===== config.mk =====
export PLATFORM = sky130hd
export DESIGN_NAME = mem_access_unit_flat
export DESIGN_NICKNAME = d
export VERILOG_FILES = /design/src/rtl/mem_pkg.sv /design/src/rtl/mem_access_unit_if.sv /design/src/rtl/mau_load_ext.sv /design/src/rtl/mem_access_unit.sv /design/src/flat_wrapper.sv
export SDC_FILE = /design/constraint.sdc
export NUM_CORES = 1
export LEC_CHECK = 0
export ABC_AREA = 1
export CAP_MARGIN = 5
export CORE_MARGIN = 10
export CORE_UTILIZATION = 46
export CTS_BUF_LIST = sky130_fd_sc_hd__clkbuf_8 sky130_fd_sc_hd__clkbuf_16
export CTS_CLUSTER_SIZE = 16
export DETAILED_ROUTE_END_ITERATION = 6
export GPL_TIMING_DRIVEN = 1
export PLACE_DENSITY = 0.94
export REMOVE_ABC_BUFFERS = 1
export SYNTH_ARGS = -nofsm -noshare
export SYNTH_HDL_FRONTEND = slang
export SYNTH_SLANG_ARGS = --single-unit

===== constraint.sdc =====
create_clock -name clk -period 4.2 [get_ports clk]
set_clock_uncertainty 0.05 [all_clocks]
set_input_delay 0.42 -clock clk [delete_from_list [all_inputs] [get_ports clk]]
set_output_delay 0.42 -clock clk [all_outputs]
set_load 0.1 [all_outputs]

===== src/rtl/mem_pkg.sv =====
// Shared encodings for the memory access unit: request sizes, FSM states
// and the byte-lane mask used by the read-modify-write merge.
package mem_pkg;

    localparam logic [1:0] SZ_BYTE = 2'b00;
    localparam logic [1:0] SZ_HALF = 2'b01;
    localparam logic [1:0] SZ_WORD = 2'b10;
    localparam logic [1:0] SZ_ILL  = 2'b11;

    typedef enum logic [2:0] {
        IDLE     = 3'd0,
        READ     = 3'd1,
        RMW_READ = 3'd2,
        WRITE    = 3'd3,
        RESP     = 3'd4
    } state_e;

    // Lanes that a store of the given size replaces in the addressed word.
    function automatic logic [31:0] size_mask(input logic [1:0] size);
        logic [31:0] m;
        case (size)
            SZ_BYTE: m = 32'h0000_00FF;
            SZ_HALF: m = 32'h0000_FFFF;
            default: m = 32'hFFFF_FFFF;
        endcase
        return m;
    endfunction

endpackage


===== src/rtl/mem_access_unit_if.sv =====
// Request/response handshake plus data-memory pins of the memory access unit.
// master = the unit, slave = the CPU datapath and memory around it.
interface mem_access_unit_if;

    logic        req_valid;
    logic        req_ready;
    logic        req_we;
    logic [1:0]  req_size;
    logic        req_unsigned;
    logic [31:0] req_addr;
    logic [31:0] req_wdata;

    logic        resp_valid;
    logic [31:0] resp_rdata;
    logic        resp_err;

    logic        MemRead;
    logic        MemWrite;
    logic [31:0] mem_addr;
    logic [31:0] mem_wd;
    logic [31:0] mem_rd;

    modport master (
        input  req_valid, req_we, req_size, req_unsigned, req_addr, req_wdata,
        output req_ready,
        output resp_valid, resp_rdata, resp_err,
        output MemRead, MemWrite, mem_addr, mem_wd,
        input  mem_rd
    );

    modport slave (
        output req_valid, req_we, req_size, req_unsigned, req_addr, req_wdata,
        input  req_ready,
        input  resp_valid, resp_rdata, resp_err,
        input  MemRead, MemWrite, mem_addr, mem_wd,
        output mem_rd
    );

endinterface


===== src/rtl/mau_load_ext.sv =====
// Extracts the low byte/half of a word and sign- or zero-extends it;
// word size passes the input through unchanged.
module mau_load_ext
    import mem_pkg::*;
(
    input  logic [31:0] data_in,
    input  logic [1:0]  size,
    input  logic        zext,
    output logic [31:0] data_out
);

    always_comb begin
        data_out = data_in;
        case (size)
            SZ_BYTE: data_out = {{24{~zext & data_in[7]}},  data_in[7:0]};
            SZ_HALF: data_out = {{16{~zext & data_in[15]}}, data_in[15:0]};
            default: data_out = data_in;
        endcase
    end

endmodule


===== src/rtl/mem_access_unit.sv =====
// Multi-cycle load/store initiator for a byte-addressed, word-writing memory.
// Sub-word stores go through read-modify-write; all outputs decode from registers.
//
//   state    | meaning
//   IDLE     | ready for a request; latch it and classify on accept
//   READ     | load: MemRead, capture extended read data
//   RMW_READ | sub-word store: MemRead, merge new lanes into the read word
//   WRITE    | MemWrite with the final word
//   RESP     | one-cycle response pulse
module mem_access_unit
    import mem_pkg::*;
#(
    parameter int MEM_BYTES = 1024
)
(
    input logic               clk,
    input logic               rst_n,
    mem_access_unit_if.master bus
);

    localparam logic [32:0] ADDR_LAST = 33'(MEM_BYTES - 4);

    state_e      state_q, state_d;
    logic        we_q, we_d;
    logic [1:0]  size_q, size_d;
    logic        uns_q, uns_d;
    logic [31:0] addr_q, addr_d;
    logic [31:0] data_q, data_d;
    logic        err_q, err_d;

    logic        req_err;
    logic [31:0] ext_in;
    logic        ext_zext;
    logic [31:0] ext_out;
    logic [31:0] merged;

    always_comb begin
        req_err = 1'b0;
        if (bus.req_size == SZ_ILL)
            req_err = 1'b1;
        if (bus.req_size == SZ_HALF && bus.req_addr[0])
            req_err = 1'b1;
        if (bus.req_size == SZ_WORD && bus.req_addr[1:0] != 2'b00)
            req_err = 1'b1;
        if ({1'b0, bus.req_addr} > ADDR_LAST)
            req_err = 1'b1;
    end

    // In RMW_READ the extender zero-extends the store data so it lands in
    // exactly the lanes cleared by the size mask.
    assign ext_in   = (state_q == RMW_READ) ? data_q : bus.mem_rd;
    assign ext_zext = (state_q == RMW_READ) ? 1'b1   : uns_q;

    mau_load_ext u_ext (
        .data_in  (ext_in),
        .size     (size_q),
        .zext     (ext_zext),
        .data_out (ext_out)
    );

    assign merged = (bus.mem_rd & ~size_mask(size_q)) | ext_out;

    always_comb begin
        state_d = state_q;
        we_d    = we_q;
        size_d  = size_q;
        uns_d   = uns_q;
        addr_d  = addr_q;
        data_d  = data_q;
        err_d   = err_q;
        case (state_q)
            IDLE: begin
                if (bus.req_valid) begin
                    we_d   = bus.req_we;
                    size_d = bus.req_size;
                    uns_d  = bus.req_unsigned;
                    addr_d = bus.req_addr;
                    data_d = bus.req_wdata;
                    err_d  = req_err;
                    if (req_err)
                        state_d = RESP;
                    else if (!bus.req_we)
                        state_d = READ;
                    else if (bus.req_size == SZ_WORD)
                        state_d = WRITE;
                    else
                        state_d = RMW_READ;
                end
            end
            READ: begin
                data_d  = ext_out;
                state_d = RESP;
            end
            RMW_READ: begin
                data_d  = merged;
                state_d = WRITE;
            end
            WRITE:   state_d = RESP;
            RESP:    state_d = IDLE;
            default: state_d = IDLE;
        endcase
    end

    always_ff @(posedge clk or negedge rst_n) begin
        if (!rst_n) begin
            state_q <= IDLE;
            we_q    <= 1'b0;
            size_q  <= SZ_BYTE;
            uns_q   <= 1'b0;
            addr_q  <= '0;
            data_q  <= '0;
            err_q   <= 1'b0;
        end else begin
            state_q <= state_d;
            we_q    <= we_d;
            size_q  <= size_d;
            uns_q   <= uns_d;
            addr_q  <= addr_d;
            data_q  <= data_d;
            err_q   <= err_d;
        end
    end

    always_comb begin
        bus.req_ready  = 1'b0;
        bus.resp_valid = 1'b0;
        bus.resp_rdata = '0;
        bus.resp_err   = 1'b0;
        bus.MemRead    = 1'b0;
        bus.MemWrite   = 1'b0;
        bus.mem_addr   = '0;
        bus.mem_wd     = '0;
        case (state_q)
            IDLE: bus.req_ready = 1'b1;
            READ, RMW_READ: begin
                bus.MemRead  = 1'b1;
                bus.mem_addr = addr_q;
            end
            WRITE: begin
                bus.MemWrite = 1'b1;
                bus.mem_addr = addr_q;
                bus.mem_wd   = data_q;
            end
            RESP: begin
                bus.resp_valid = 1'b1;
                bus.resp_err   = err_q;
                bus.resp_rdata = (!we_q && !err_q) ? data_q : 32'h0;
            end
            default: ;
        endcase
    end

    a_rd_wr_exclusive: assert property (@(posedge clk) disable iff (!rst_n)
        !(bus.MemRead && bus.MemWrite));

    a_write_only_clean_store: assert property (@(posedge clk) disable iff (!rst_n)
        bus.MemWrite |-> (we_q && !err_q));

endmodule


===== src/flat_wrapper.sv =====
// flat-port wrapper written by rule: the top's interface ports become plain ports
module mem_access_unit_flat import mem_pkg::*;
#(
    parameter int MEM_BYTES = 1024
)
  (clk, rst_n, bus_req_valid, bus_req_we, bus_req_size, bus_req_unsigned, bus_req_addr, bus_req_wdata, bus_req_ready, bus_resp_valid, bus_resp_rdata, bus_resp_err, bus_MemRead, bus_MemWrite, bus_mem_addr, bus_mem_wd, bus_mem_rd);
  mem_access_unit_if bus_i ();
  input logic clk;
  input logic rst_n;
  input wire logic [$bits(bus_i.req_valid)-1:0] bus_req_valid;
  input wire logic [$bits(bus_i.req_we)-1:0] bus_req_we;
  input wire logic [$bits(bus_i.req_size)-1:0] bus_req_size;
  input wire logic [$bits(bus_i.req_unsigned)-1:0] bus_req_unsigned;
  input wire logic [$bits(bus_i.req_addr)-1:0] bus_req_addr;
  input wire logic [$bits(bus_i.req_wdata)-1:0] bus_req_wdata;
  output wire logic [$bits(bus_i.req_ready)-1:0] bus_req_ready;
  output wire logic [$bits(bus_i.resp_valid)-1:0] bus_resp_valid;
  output wire logic [$bits(bus_i.resp_rdata)-1:0] bus_resp_rdata;
  output wire logic [$bits(bus_i.resp_err)-1:0] bus_resp_err;
  output wire logic [$bits(bus_i.MemRead)-1:0] bus_MemRead;
  output wire logic [$bits(bus_i.MemWrite)-1:0] bus_MemWrite;
  output wire logic [$bits(bus_i.mem_addr)-1:0] bus_mem_addr;
  output wire logic [$bits(bus_i.mem_wd)-1:0] bus_mem_wd;
  input wire logic [$bits(bus_i.mem_rd)-1:0] bus_mem_rd;
  assign bus_i.req_valid = bus_req_valid;
  assign bus_i.req_we = bus_req_we;
  assign bus_i.req_size = bus_req_size;
  assign bus_i.req_unsigned = bus_req_unsigned;
  assign bus_i.req_addr = bus_req_addr;
  assign bus_i.req_wdata = bus_req_wdata;
  assign bus_req_ready = bus_i.req_ready;
  assign bus_resp_valid = bus_i.resp_valid;
  assign bus_resp_rdata = bus_i.resp_rdata;
  assign bus_resp_err = bus_i.resp_err;
  assign bus_MemRead = bus_i.MemRead;
  assign bus_MemWrite = bus_i.MemWrite;
  assign bus_mem_addr = bus_i.mem_addr;
  assign bus_mem_wd = bus_i.mem_wd;
  assign bus_i.mem_rd = bus_mem_rd;
  mem_access_unit #(.MEM_BYTES(MEM_BYTES)) u_core (.clk(clk), .rst_n(rst_n), .bus(bus_i));
endmodule

==> metrics.txt, run 1 <==
# TYPE chip_impl_metric gauge
chip_impl_metric{name="design.core.area",unit="um2"} 9774
chip_impl_metric{name="yosys_register_bits",unit=""} 72
chip_impl_metric{name="slowest_delay",unit="ps"} 1160
chip_impl_metric{name="finalHoldViolations",unit=""} 0
chip_impl_metric{name="cts-hold-fix-buffers",unit=""} 0
chip_impl_metric{name="routabilityCongestion",unit=""} 0.8704
chip_impl_metric{name="htree_levels",unit=""} 3
chip_impl_metric{name="n_antenna_cell",unit=""} 0
chip_impl_metric{name="min_period_over_period",unit="%"} 73.80
chip_impl_metric{name="layout-drive-gt1-share",unit="%"} 14.86
chip_impl_info{name="cp-start-kind",value="flop"} 1
chip_impl_metric{name="clock_latency",unit="ps"} 340
chip_impl_metric{name="avgSynthCellArea",unit="um2"} 6.323
chip_impl_metric{name="timing.reg2reg.setup_slack",unit="ps"} 1380
chip_impl_metric{name="comb_power_share",unit="%"} 49.4
chip_impl_metric{name="drt_first_iter_violations",unit=""} 375
chip_impl_metric{name="yosys.cell_types.count",unit=""} 26
chip_impl_metric{name="postLayoutCellArea",unit="um2"} 6660
chip_impl_metric{name="power.sequential.fraction",unit="%"} 32.7
chip_impl_info{name="commonest_cells_after_routing_fill_and_taps_aside",value="sky130_fd_sc_hd__nand2_1, sky130_fd_sc_hd__nor2_1, sky130_fd_sc_hd__clkdlybuf4s50_1"} 1
chip_impl_metric{name="synth_area",unit="um2"} 4634
chip_impl_metric{name="finalMaxSlewViolations",unit=""} 0
chip_impl_info{name="layout_commonest_cell",value="sky130_fd_sc_hd__nand2_1"} 1
chip_impl_metric{name="via_count",unit=""} 5125
chip_impl_metric{name="rows",unit=""} 36
chip_impl_metric{name="cts-root-to-sink-buffers",unit=""} 2
chip_impl_metric{name="place_area",unit="um2"} 6432
chip_impl_metric{name="grt_antenna_before_repair",unit=""} 0
chip_impl_metric{name="yosysWarnings",unit=""} 0
chip_impl_metric{name="route.layer.met1.wl",unit="um"} 6466
chip_impl_metric{name="post-dp-hpwl",unit="um"} 11140
chip_impl_metric{name="power-per-cell-area",unit="nW/um2"} 526.8
chip_impl_info{name="min_path_type",value="in -> async"} 1
chip_impl_metric{name="syn2layout_area_growth",unit="%"} 43.71
chip_impl_metric{name="portBuffers",unit=""} 203
chip_impl_metric{name="first_global_vias",unit=""} 4943
chip_impl_metric{name="maxClockFrequency",unit="MHz"} 322.6
chip_impl_metric{name="clk_pin_slew_worst_paths",unit="ps"} 80
chip_impl_metric{name="detailroute.wirelength.met2",unit="um"} 7059
chip_impl_metric{name="totalNegativeSetupSlack",unit="ps"} 0
chip_impl_metric{name="multi_input_combinational_cell_area",unit="um2"} 2265
chip_impl_metric{name="pwr-share-clk",unit="%"} 17.9
chip_impl_metric{name="clock-sinks",unit=""} 72
chip_impl_info{name="path_cells",value="nor2_1 -> inv_1 -> nand2_1 -> nor2_1 -> clkdlybuf4s50_1"} 1
chip_impl_metric{name="switching_share",unit="%"} 48.32
chip_impl_metric{name="p_int",unit="W"} 0.001813
chip_impl_info{name="cpMostUsedCell",value="sky130_fd_sc_hd__nor2_1"} 1
chip_impl_metric{name="grt_start_max_net_pins",unit=""} 74
chip_impl_metric{name="critical_path_required",unit="ps"} 3730
chip_impl_metric{name="postCtsSetupRepairBufs",unit=""} 0
chip_impl_metric{name="gr-total-overflow",unit=""} 0
chip_impl_metric{name="crit_buf_inv",unit=""} 2
chip_impl_metric{name="drtAntennaViolNets",unit=""} 0
chip_impl_metric{name="post-route-drc-count",unit=""} 0
chip_impl_metric{name="cp_data_arrival_time",unit="ps"} 2630
chip_impl_metric{name="wl_per_cell",unit="um"} 14.34
chip_impl_metric{name="floorplan.initialDensity",unit="%"} 47.41
chip_impl_metric{name="worst_slew_pin_slew",unit="ps"} 1053
chip_impl_metric{name="viasPerCell",unit=""} 4.890
chip_impl_metric{name="die_height",unit="um"} 120.4
chip_impl_metric{name="fillerInstances",unit=""} 804
chip_impl_info{name="highest_layer",value="met4"} 1
chip_impl_metric{name="final-setup-viol-count",unit=""} 0
chip_impl_metric{name="cts_inserted_buffers",unit=""} 9
chip_impl_metric{name="ys_async_sr_fraction",unit="%"} 100.0
chip_impl_metric{name="max_slew_margin",unit="%"} 29.76
chip_impl_metric{name="irDropWorstVdd",unit="V"} 0.0003228
chip_impl_metric{name="final-seq-area",unit="um2"} 1802
chip_impl_metric{name="finalCriticalPeriod",unit="ps"} 3100
chip_impl_metric{name="synth-edff-count",unit=""} 0
chip_impl_metric{name="total_routing_usage_gr",unit="%"} 20.11
chip_impl_metric{name="maxcap_violations",unit=""} 0
chip_impl_metric{name="chipWidth",unit="um"} 120.4
chip_impl_metric{name="grt_first_pass_wirelength",unit="um"} 24360
chip_impl_metric{name="floorplan.die_area",unit="um2"} 14490
chip_impl_info{name="clock_tree_from_tritoncts",value="yes"} 1
chip_impl_metric{name="netSwitchingPower",unit="W"} 0.001695
chip_impl_metric{name="sequential_to_total_area_share_from_yosys_stat",unit="%"} 38.88
chip_impl_metric{name="synthesis.instances",unit=""} 733
chip_impl_metric{name="path_max_fanout",unit=""} 15
chip_impl_info{name="cpMaxStageDelayCell",value="sky130_fd_sc_hd__clkdlybuf4s50_1"} 1
chip_impl_metric{name="ios",unit=""} 204
chip_impl_metric{name="met3RoutedLength",unit="um"} 1309
chip_impl_info{name="critical_path_start_end_classification",value="reg -> out"} 1
chip_impl_info{name="rsz0062_at_grt",value="no"} 1
chip_impl_metric{name="post_cts_resize_count",unit=""} 0
chip_impl_metric{name="static-leakage-power",unit="nW"} 3.333
chip_impl_info{name="root_buffer",value="sky130_fd_sc_hd__clkbuf_8"} 1
chip_impl_info{name="endpoint_kind",value="primary output"} 1
chip_impl_info{name="synth-main-ff-cell",value="sky130_fd_sc_hd__dfrtp_1"} 1
chip_impl_metric{name="first_pass_iters",unit=""} 5
chip_impl_metric{name="final_nets",unit=""} 1013
chip_impl_info{name="crit_family",value="buffers and inverters"} 1
chip_impl_info{name="outcome",value="completed"} 1
chip_impl_metric{name="wirelength",unit="um"} 15030
chip_impl_metric{name="final_core_utilization",unit="%"} 68.14
[registers in the layout, indices dropped and copies added, names as in the netlist]
name / cells
u_core.state_q: 3
u_core.we_q: 1
u_core.uns_q: 1
u_core.addr_q: 32
u_core.size_q: 2
u_core.data_q: 32
u_core.err_q: 1
[final timing paths]
| kind | from | to | cells past startpoint |
|---|---|---|---|
| max | u_core.state_q[1] | bus_mem_addr[12] | 5 |
| min | rst_n | u_core.addr_q[19] | 1 |
| max reg2reg | u_core.state_q[2] | u_core.data_q[3] | 8 |
| min reg2reg | u_core.data_q[17] | u_core.data_q[17] | 2 |
| max in group asynchronous | rst_n | u_core.data_q[12] | 1 |
| min in group clk | u_core.data_q[17] | u_core.data_q[17] | 2 |
[routing by layer]
metal / vias to the layer above / global-route usage, %
met3: 14 / 6.933
met1: 2321 / 24.63
met4: 0 / 5.204
met5: - / 0
met2: 178 / 33.07
li1: 2612 / -
[power by group through the flow]
stage,combinational (W),sequential [W],clock (W)
floorplan,0.00127,0.00113,0
global route,0.00194,0.00119,0.000666
detailed placement,0.00174,0.00116,0
global placement,0.00171,0.00115,0
CTS,0.00174,0.00115,0.000632
finish,0.00173,0.00115,0.000628
[cell type report]
| class | instances | share of cell area, % |
|---|---|---|
| Clock buffer | 9 | 1.860 |
| Clock inverter | 7 | 1.559 |
| Inverter | 100 | 5.636 |
| Multi-Input combinational cell | 520 | 34.00 |
| Sequential cell | 72 | 27.05 |
| Tap cell | 133 | 2.499 |
| Timing Repair Buffer | 207 | 27.39 |
[logic make-up (layout without fill, tap and decap cells)]
| kind of cell | count (synthesis) | after routing | share of synthesized area (%) |
|---|---|---|---|
| and+or+nand+nor | 428 | 428 | 38.20 |
| buffers and inverters | 141 | 323 | 12.42 |
| AOI/OAI and AO/OA | 91 | 91 | 10.26 |
| DFF | 72 | 72 | 38.88 |
| muxes | 1 | 1 | 0.2430 |
[through the flow]
step           worst slack [ps]  power [W]  hold WS, ps  cells
2_1_floorplan             -1220   0.002396        74.41    692
3_3_place_gp               1493   0.002855        411.0   1032
3_5_place_dp               1357   0.002901        414.8   1032
4_1_cts                    1074   0.003525        195.0   1048
5_1_grt                   923.0   0.003790        215.8   1048
6_report                   1100   0.003508        151.3   1048
[cell usage after synthesis, types with 6 or more instances]
master | number | area [um2]
sky130_fd_sc_hd__clkbuf_1 | 17 | 63.81
sky130_fd_sc_hd__nand3_1 | 41 | 205.2
sky130_fd_sc_hd__nor2_1 | 126 | 473.0
sky130_fd_sc_hd__nand2_1 | 210 | 788.3
sky130_fd_sc_hd__inv_1 | 94 | 352.8
sky130_fd_sc_hd__a21oi_1 | 20 | 100.1
sky130_fd_sc_hd__dfrtp_1 | 72 | 1802
sky130_fd_sc_hd__or2_2 | 6 | 37.54
sky130_fd_sc_hd__inv_2 | 6 | 22.52
sky130_fd_sc_hd__o21ai_0 | 48 | 240.2
sky130_fd_sc_hd__o21ai_1 | 15 | 75.07
sky130_fd_sc_hd__nor3_1 | 32 | 160.2
sky130_fd_sc_hd__o211ai_1 | 6 | 45.04
sky130_fd_sc_hd__buf_2 | 19 | 95.09
No activity file was read; power rests on OpenSTA's default activity.
==> run 2, diff against run 1 <==
--- a/config.mk
+++ b/config.mk
@@ -8,12 +8,12 @@
 export ABC_AREA = 1
 export CAP_MARGIN = 5
 export CORE_MARGIN = 10
-export CORE_UTILIZATION = 46
+export CORE_UTILIZATION = 43
 export CTS_BUF_LIST = sky130_fd_sc_hd__clkbuf_8 sky130_fd_sc_hd__clkbuf_16
 export CTS_CLUSTER_SIZE = 16
 export DETAILED_ROUTE_END_ITERATION = 6
 export GPL_TIMING_DRIVEN = 1
-export PLACE_DENSITY = 0.94
+export PLACE_DENSITY = 0.89
 export REMOVE_ABC_BUFFERS = 1
 export SYNTH_ARGS = -nofsm -noshare
 export SYNTH_HDL_FRONTEND = slang
==> constraint.sdc (replaced) <==
create_clock -name clk -period 3.2 [get_ports clk]
set_clock_uncertainty 0.05 [all_clocks]
set_input_delay 0.32 -clock clk [delete_from_list [all_inputs] [get_ports clk]]
set_output_delay 0.32 -clock clk [all_outputs]
set_load 0.1 [all_outputs]
==> run 2 against run 1 <==
Against the previous run: routed wire length up 3.2%; clock power up 32%; core utilization down 3.6 points; highest routed layer unchanged; sequential power up 31%; final cell count up 0.67%; global-route usage down 0.46 points; register-to-register slack worse by 480 ps; via count up 0.18%; final area up 0.96%.
==> metrics.txt, run 2 (synthesis gave the netlist of run 1 again) <==
# TYPE chip_impl_metric gauge
chip_impl_info{name="outcome",value="completed"} 1
chip_impl_info{name="endpoint_kind",value="primary output"} 1
chip_impl_info{name="gr-max-usage-layer",value="met2"} 1
chip_impl_metric{name="finalCriticalPeriod",unit="ps"} 2712
chip_impl_metric{name="grt_start_max_net_pins",unit=""} 73
chip_impl_metric{name="global_route.usage.met3",unit="%"} 6.244
chip_impl_metric{name="clock_latency",unit="ps"} 350
chip_impl_metric{name="n_antenna_cell",unit=""} 0
chip_impl_metric{name="htree_levels",unit=""} 3
chip_impl_metric{name="critical_path_required",unit="ps"} 2830
chip_impl_metric{name="min_period_over_period",unit="%"} 84.75
chip_impl_metric{name="switching_share",unit="%"} 48.54
chip_impl_metric{name="clock-sinks",unit=""} 72
chip_impl_metric{name="place.detailed.instances",unit=""} 1039
chip_impl_metric{name="viasPerCell",unit=""} 4.866
chip_impl_metric{name="post_cts_resize_count",unit=""} 0
chip_impl_metric{name="rows",unit=""} 37
chip_impl_info{name="layout_commonest_cell",value="sky130_fd_sc_hd__nand2_1"} 1
chip_impl_info{name="clock_tree_from_tritoncts",value="yes"} 1
chip_impl_info{name="top_regs",value="u_core.addr_q (32), u_core.data_q (32), u_core.state_q (3)"} 1
chip_impl_info{name="root_buffer",value="sky130_fd_sc_hd__clkbuf_8"} 1
chip_impl_info{name="path_cells",value="nor2_1 -> inv_1 -> nor2_1 -> inv_1 -> nor3_1 -> buf_12"} 1
chip_impl_metric{name="slowest_delay",unit="ps"} 480
chip_impl_metric{name="cts_inserted_buffers",unit=""} 9
chip_impl_metric{name="post-route-worst-setup-slack",unit="ps"} 488.1
chip_impl_metric{name="finalHoldViolations",unit=""} 0
chip_impl_metric{name="post-route-drc-count",unit=""} 0
chip_impl_metric{name="final_nets",unit=""} 1017
chip_impl_metric{name="via_count",unit=""} 5134
chip_impl_metric{name="netSwitchingPower",unit="W"} 0.002268
chip_impl_metric{name="postLayoutCellArea",unit="um2"} 6724
chip_impl_metric{name="first_pass_iters",unit=""} 4
chip_impl_metric{name="final-instance-count-excl-fill",unit=""} 1055
chip_impl_metric{name="finalMaxSlewViolations",unit=""} 0
chip_impl_metric{name="cp_data_arrival_time",unit="ps"} 2340
chip_impl_metric{name="cts-hold-fix-buffers",unit=""} 0
chip_impl_info{name="critical_path_start_end_classification",value="reg -> out"} 1
chip_impl_metric{name="static-leakage-power",unit="nW"} 3.369
chip_impl_metric{name="syn2layout_area_growth",unit="%"} 45.09
chip_impl_metric{name="path_max_fanout",unit=""} 33
chip_impl_metric{name="comb_power_share",unit="%"} 49.9
chip_impl_info{name="rsz0062_at_grt",value="no"} 1
chip_impl_metric{name="cts-root-to-sink-buffers",unit=""} 2
chip_impl_metric{name="gr-total-overflow",unit=""} 0
chip_impl_metric{name="maxcap_violations",unit=""} 0
chip_impl_metric{name="grt_antenna_before_repair",unit=""} 1
chip_impl_metric{name="die_height",unit="um"} 123.8
chip_impl_metric{name="max_slew_margin",unit="%"} 27.27
chip_impl_info{name="cpMaxStageDelayCell",value="sky130_fd_sc_hd__nor3_1"} 1
chip_impl_metric{name="floorplan.initialDensity",unit="%"} 44.49
chip_impl_metric{name="first_global_vias",unit=""} 4902
chip_impl_metric{name="drtAntennaViolNets",unit=""} 0
chip_impl_metric{name="final-setup-viol-count",unit=""} 0
chip_impl_metric{name="place_area",unit="um2"} 6499
chip_impl_metric{name="detailedPlace.worstSlack",unit="ps"} 877.7
chip_impl_metric{name="pwr-share-clk",unit="%"} 17.8
chip_impl_metric{name="power.sequential.fraction",unit="%"} 32.3
chip_impl_metric{name="drt_first_iter_violations",unit=""} 423
chip_impl_metric{name="wl_per_cell",unit="um"} 14.71
chip_impl_info{name="min_path_type",value="in -> async"} 1
chip_impl_metric{name="routabilityCongestion",unit=""} 0.8269
chip_impl_metric{name="layout-drive-gt1-share",unit="%"} 16.00
chip_impl_metric{name="global_route_met2_utilization",unit="%"} 33.25
chip_impl_metric{name="ios",unit=""} 204
chip_impl_metric{name="portBuffers",unit=""} 203
chip_impl_metric{name="irDropWorstVdd",unit="V"} 0.0003338
chip_impl_metric{name="floorplan.die_area",unit="um2"} 15330
chip_impl_metric{name="grt_first_pass_wirelength",unit="um"} 24260
chip_impl_metric{name="maxClockFrequency",unit="MHz"} 368.7
chip_impl_metric{name="final_core_utilization",unit="%"} 64.55
chip_impl_metric{name="design.core.area",unit="um2"} 10420
chip_impl_metric{name="power-per-cell-area",unit="nW/um2"} 694.8
chip_impl_metric{name="totalNegativeSetupSlack",unit="ps"} 0
chip_impl_metric{name="grt.met1_usage",unit="%"} 23.23
chip_impl_metric{name="total_routing_usage_gr",unit="%"} 19.65
chip_impl_metric{name="wirelength",unit="um"} 15510
chip_impl_info{name="commonest_cells_after_routing_fill_and_taps_aside",value="sky130_fd_sc_hd__nand2_1, sky130_fd_sc_hd__nor2_1, sky130_fd_sc_hd__buf_4"} 1
chip_impl_metric{name="clk_pin_slew_worst_paths",unit="ps"} 90
chip_impl_metric{name="post-dp-hpwl",unit="um"} 11610
chip_impl_info{name="cp-start-kind",value="flop"} 1
chip_impl_metric{name="worst_slew_pin_slew",unit="ps"} 1090
chip_impl_metric{name="postCtsSetupRepairBufs",unit=""} 0
chip_impl_metric{name="chipWidth",unit="um"} 123.8
chip_impl_metric{name="p_int",unit="W"} 0.002404
==> run 2: metrics by stage <==
stage / total power, W / hold WS (ps)
after CTS: 0.004701 / 78.42
final: 0.004672 / 33.95
after detailed placement: 0.003862 / 416.4
after floorplan: 0.003145 / -25.59
after global placement: 0.003800 / 410.8
after global routing: 0.005015 / 130.1
==> run 2: worst paths after layout <==
check | startpoint | endpoint | slack (ps) | cells after the start
min in group clk | u_core.data_q[23] | u_core.data_q[23] | 430 | 2
worst max register to register | u_core.state_q[2] | u_core.data_q[1] | 900 | 9
worst min-delay path | rst_n | u_core.data_q[0] | 30 | 1
max in group asynchronous | rst_n | u_core.addr_q[10] | 2460 | 1
worst max-delay path | u_core.state_q[1] | bus_resp_rdata[16] | 490 | 6
worst min register to register | u_core.data_q[23] | u_core.data_q[23] | 430 | 2
==> run 2: cell type report <==
| cell class | count | area [um2] |
|---|---|---|
| clock inverters | 7 | 101.3 |
| multi-input cells | 520 | 2265 |
| repair buffers | 211 | 1887 |
| well taps | 136 | 170.2 |
| clock buffers | 9 | 123.9 |
| fillers | 955 | 3692 |
| inverters | 100 | 375.4 |
| flip-flops and latches | 72 | 1802 |
==> run 2: power groups by stage <==
stage | Combinational [W] | Sequential [W] | Clock [W]
finish | 0.00233 | 0.00151 | 0.000829
global route | 0.00258 | 0.00155 | 0.000885
CTS | 0.00235 | 0.00151 | 0.000846
detailed placement | 0.00233 | 0.00153 | 0
global placement | 0.00230 | 0.00150 | 0
floorplan | 0.00166 | 0.00148 | 0
==> run 2: critical path, delay by kind of cell, from the launching register on <==
kind,cells,cell delay [ps]
buffers and inverters,3,760
DFF,1,450
and+or+nand+nor,3,770
==> run 2: metal layers <==
metal	wire (um)	share of wire, %
met1	6218	40
met5	0	0
met4	237	1.5
met3	1684	11
met2	7374	48
==> run 3, diff against run 2 <==
==> constraint.sdc (replaced) <==
create_clock -name clk -period 2.62 [get_ports clk]
set_clock_uncertainty 0.05 [all_clocks]
set_input_delay 0.262 -clock clk [delete_from_list [all_inputs] [get_ports clk]]
set_output_delay 0.262 -clock clk [all_outputs]
set_load 0.1 [all_outputs]
==> run 3 against run 2 <==
Against the previous run: the run now ends with hold timing left; hold slack got worse by 35 ps; combinational power is 35% higher; final cell count rose by 0.38%; first-iteration DRC count is 7.8% lower; largest power group unchanged.
==> metrics.txt, run 3 (synthesis gave the netlist of run 1 again) <==
# TYPE chip_impl_metric gauge
chip_impl_metric{name="final-instance-count-excl-fill",unit=""} 1059
chip_impl_metric{name="finalMaxSlewViolations",unit=""} 0
chip_impl_metric{name="maxcap_violations",unit=""} 0
chip_impl_metric{name="timing.reg2reg.setup_slack",unit="ps"} 400
chip_impl_metric{name="maxClockFrequency",unit="MHz"} 409.6
chip_impl_info{name="cp-start-kind",value="flop"} 1
chip_impl_metric{name="rows",unit=""} 37
chip_impl_metric{name="layout-drive-gt1-share",unit="%"} 16.47
chip_impl_metric{name="fillerInstances",unit=""} 728
chip_impl_info{name="clock_tree_from_tritoncts",value="yes"} 1
chip_impl_info{name="rsz0062_at_grt",value="no"} 1
chip_impl_info{name="violations",value="hold timing"} 1
chip_impl_metric{name="post-dp-hpwl",unit="um"} 13660
chip_impl_metric{name="cp_data_arrival_time",unit="ps"} 2130
chip_impl_metric{name="finalPower",unit="W"} 0.006133
chip_impl_metric{name="drt_first_iter_violations",unit=""} 390
chip_impl_metric{name="final_hold_slack",unit="ps"} -1.173
chip_impl_metric{name="finalCriticalPeriod",unit="ps"} 2441
chip_impl_metric{name="floorplan.die_area",unit="um2"} 15330
chip_impl_metric{name="syn2layout_area_growth",unit="%"} 71.79
chip_impl_metric{name="clock_latency",unit="ps"} 350
chip_impl_metric{name="cts-root-to-sink-buffers",unit=""} 2
chip_impl_metric{name="grt_antenna_before_repair",unit=""} 0
chip_impl_metric{name="cts-hold-fix-buffers",unit=""} 0
chip_impl_metric{name="grt_start_max_net_pins",unit=""} 73
chip_impl_metric{name="ios",unit=""} 204
chip_impl_metric{name="grt_first_pass_wirelength",unit="um"} 27370
chip_impl_metric{name="drtAntennaViolNets",unit=""} 0
chip_impl_metric{name="irDropWorstVdd",unit="V"} 0.0004864
chip_impl_metric{name="power-per-cell-area",unit="nW/um2"} 770.3
chip_impl_metric{name="post-route-drc-count",unit=""} 0
chip_impl_metric{name="wl_per_cell",unit="um"} 16.89
chip_impl_metric{name="n_antenna_cell",unit=""} 0
chip_impl_metric{name="place_area",unit="um2"} 7690
chip_impl_metric{name="via_count",unit=""} 5455
chip_impl_metric{name="chipWidth",unit="um"} 123.8
chip_impl_info{name="min_path_type",value="in -> async"} 1
chip_impl_metric{name="path_max_fanout",unit=""} 31
chip_impl_info{name="top_regs",value="u_core.addr_q (32), u_core.data_q (32), u_core.state_q (3)"} 1
chip_impl_metric{name="final_nets",unit=""} 1021
chip_impl_metric{name="postLayoutCellArea",unit="um2"} 7961
chip_impl_info{name="reg2reg_to",value="u_core.data_q[23]"} 1
chip_impl_metric{name="design.core.area",unit="um2"} 10420
chip_impl_metric{name="clock-sinks",unit=""} 72
chip_impl_metric{name="finalHoldViolations",unit=""} 1
chip_impl_metric{name="static-leakage-power",unit="nW"} 3.656
chip_impl_metric{name="htree_levels",unit=""} 3
chip_impl_metric{name="first_global_vias",unit=""} 5300
chip_impl_info{name="root_buffer",value="sky130_fd_sc_hd__clkbuf_8"} 1
chip_impl_metric{name="wirelength",unit="um"} 17890
chip_impl_metric{name="ff2ff_path_depth",unit=""} 11
chip_impl_metric{name="final-setup-viol-count",unit=""} 0
chip_impl_metric{name="place.detailed.instances",unit=""} 1041
chip_impl_metric{name="routabilityCongestion",unit=""} 0.8377
chip_impl_metric{name="detailedPlace.worstSlack",unit="ps"} 474.8
chip_impl_metric{name="cts_inserted_buffers",unit=""} 9
chip_impl_info{name="commonest_cells_after_routing_fill_and_taps_aside",value="sky130_fd_sc_hd__nand2_1, sky130_fd_sc_hd__nor2_1, sky130_fd_sc_hd__clkdlybuf4s50_1"} 1
chip_impl_metric{name="critical_path_required",unit="ps"} 2310
chip_impl_info{name="layout_commonest_cell",value="sky130_fd_sc_hd__nand2_1"} 1
chip_impl_metric{name="die_height",unit="um"} 123.8
chip_impl_info{name="outcome",value="complete, but fails checks"} 1
chip_impl_metric{name="max_slew_margin",unit="%"} 38.24
chip_impl_info{name="endpoint_kind",value="primary output"} 1
chip_impl_metric{name="first_pass_iters",unit=""} 5
chip_impl_info{name="reg2reg_from",value="u_core.state_q[2]"} 1
chip_impl_metric{name="gr-total-overflow",unit=""} 0
chip_impl_metric{name="portBuffers",unit=""} 203
chip_impl_metric{name="post-route-worst-setup-slack",unit="ps"} 178.6
chip_impl_metric{name="total_routing_usage_gr",unit="%"} 22.60
chip_impl_info{name="critical_path_start_end_classification",value="reg -> out"} 1
chip_impl_metric{name="min_period_over_period",unit="%"} 93.19
chip_impl_metric{name="viasPerCell",unit=""} 5.151
chip_impl_metric{name="clk_pin_slew_worst_paths",unit="ps"} 80
chip_impl_metric{name="worst_slew_pin_slew",unit="ps"} 926.4
chip_impl_metric{name="floorplan.initialDensity",unit="%"} 44.49
## run 3: power breakdown
part | internal (W) | leakage, nW | switching [W]
logic | 0.000945 | 2.64 | 0.00220
registers | 0.00164 | 0.888 | 0.000216
clock network | 0.000664 | 0.123 | 0.000459
## run 3: timing repair
action | in CTS | in global routing
setup buffers | 0 | 2
setup endpoints to repair | 0 | 14
gates resized for setup | 0 | 1
## run 3: critical path, stage by stage (launching register included)
cell	delay, ps
sky130_fd_sc_hd__dfrtp_1	430
sky130_fd_sc_hd__inv_2	140
sky130_fd_sc_hd__nand3_4	230
sky130_fd_sc_hd__nand2_2	340
sky130_fd_sc_hd__buf_4	390
sky130_fd_sc_hd__buf_12	220
## run 3: cell type report
type	instances	area, um2	area share [%]
Clock buffer	10	137.6	1.729
Clock inverter	6	115.1	1.446
Inverter	100	379.1	4.762
Multi-Input combinational cell	520	2265	28.45
Sequential cell	72	1802	22.63
Tap cell	136	170.2	2.137
Timing Repair Buffer	215	3093	38.85
## run 3: layer usage
metal / global-route usage [%] / routed length, um / vias up
met2: 39.44 / 8841 / 247
met3: 8.643 / 2145 / 27
li1: - / - / 2628
met1: 24.90 / 6498 / 2553
met5: 0 / 0 / -
met4: 6.987 / 405 / 0
## run 3: worst max path at each step
stage                            from           endpoint  slack, ps  depth (start not counted)
finish              u_core.state_q[2]        bus_MemRead        180                          5
global placement        bus_req_valid        u_core.we_q        570                          5
detailed placement  u_core.state_q[2]      bus_mem_wd[9]        470                          7
CTS                 u_core.state_q[2]      bus_mem_wd[9]         90                          7
global route        u_core.state_q[2]      bus_mem_wd[9]         80                          7
floorplan           u_core.state_q[1]  bus_resp_rdata[0]      -2640                          5
## run 3: per-stage QoR
stage               setup TNS, ps  utilization [%]
floorplan                 -155510                -
global placement                0            73.83
finish                          0            76.43
CTS                             0            76.25
global route                    0            76.43
detailed placement              0            73.83
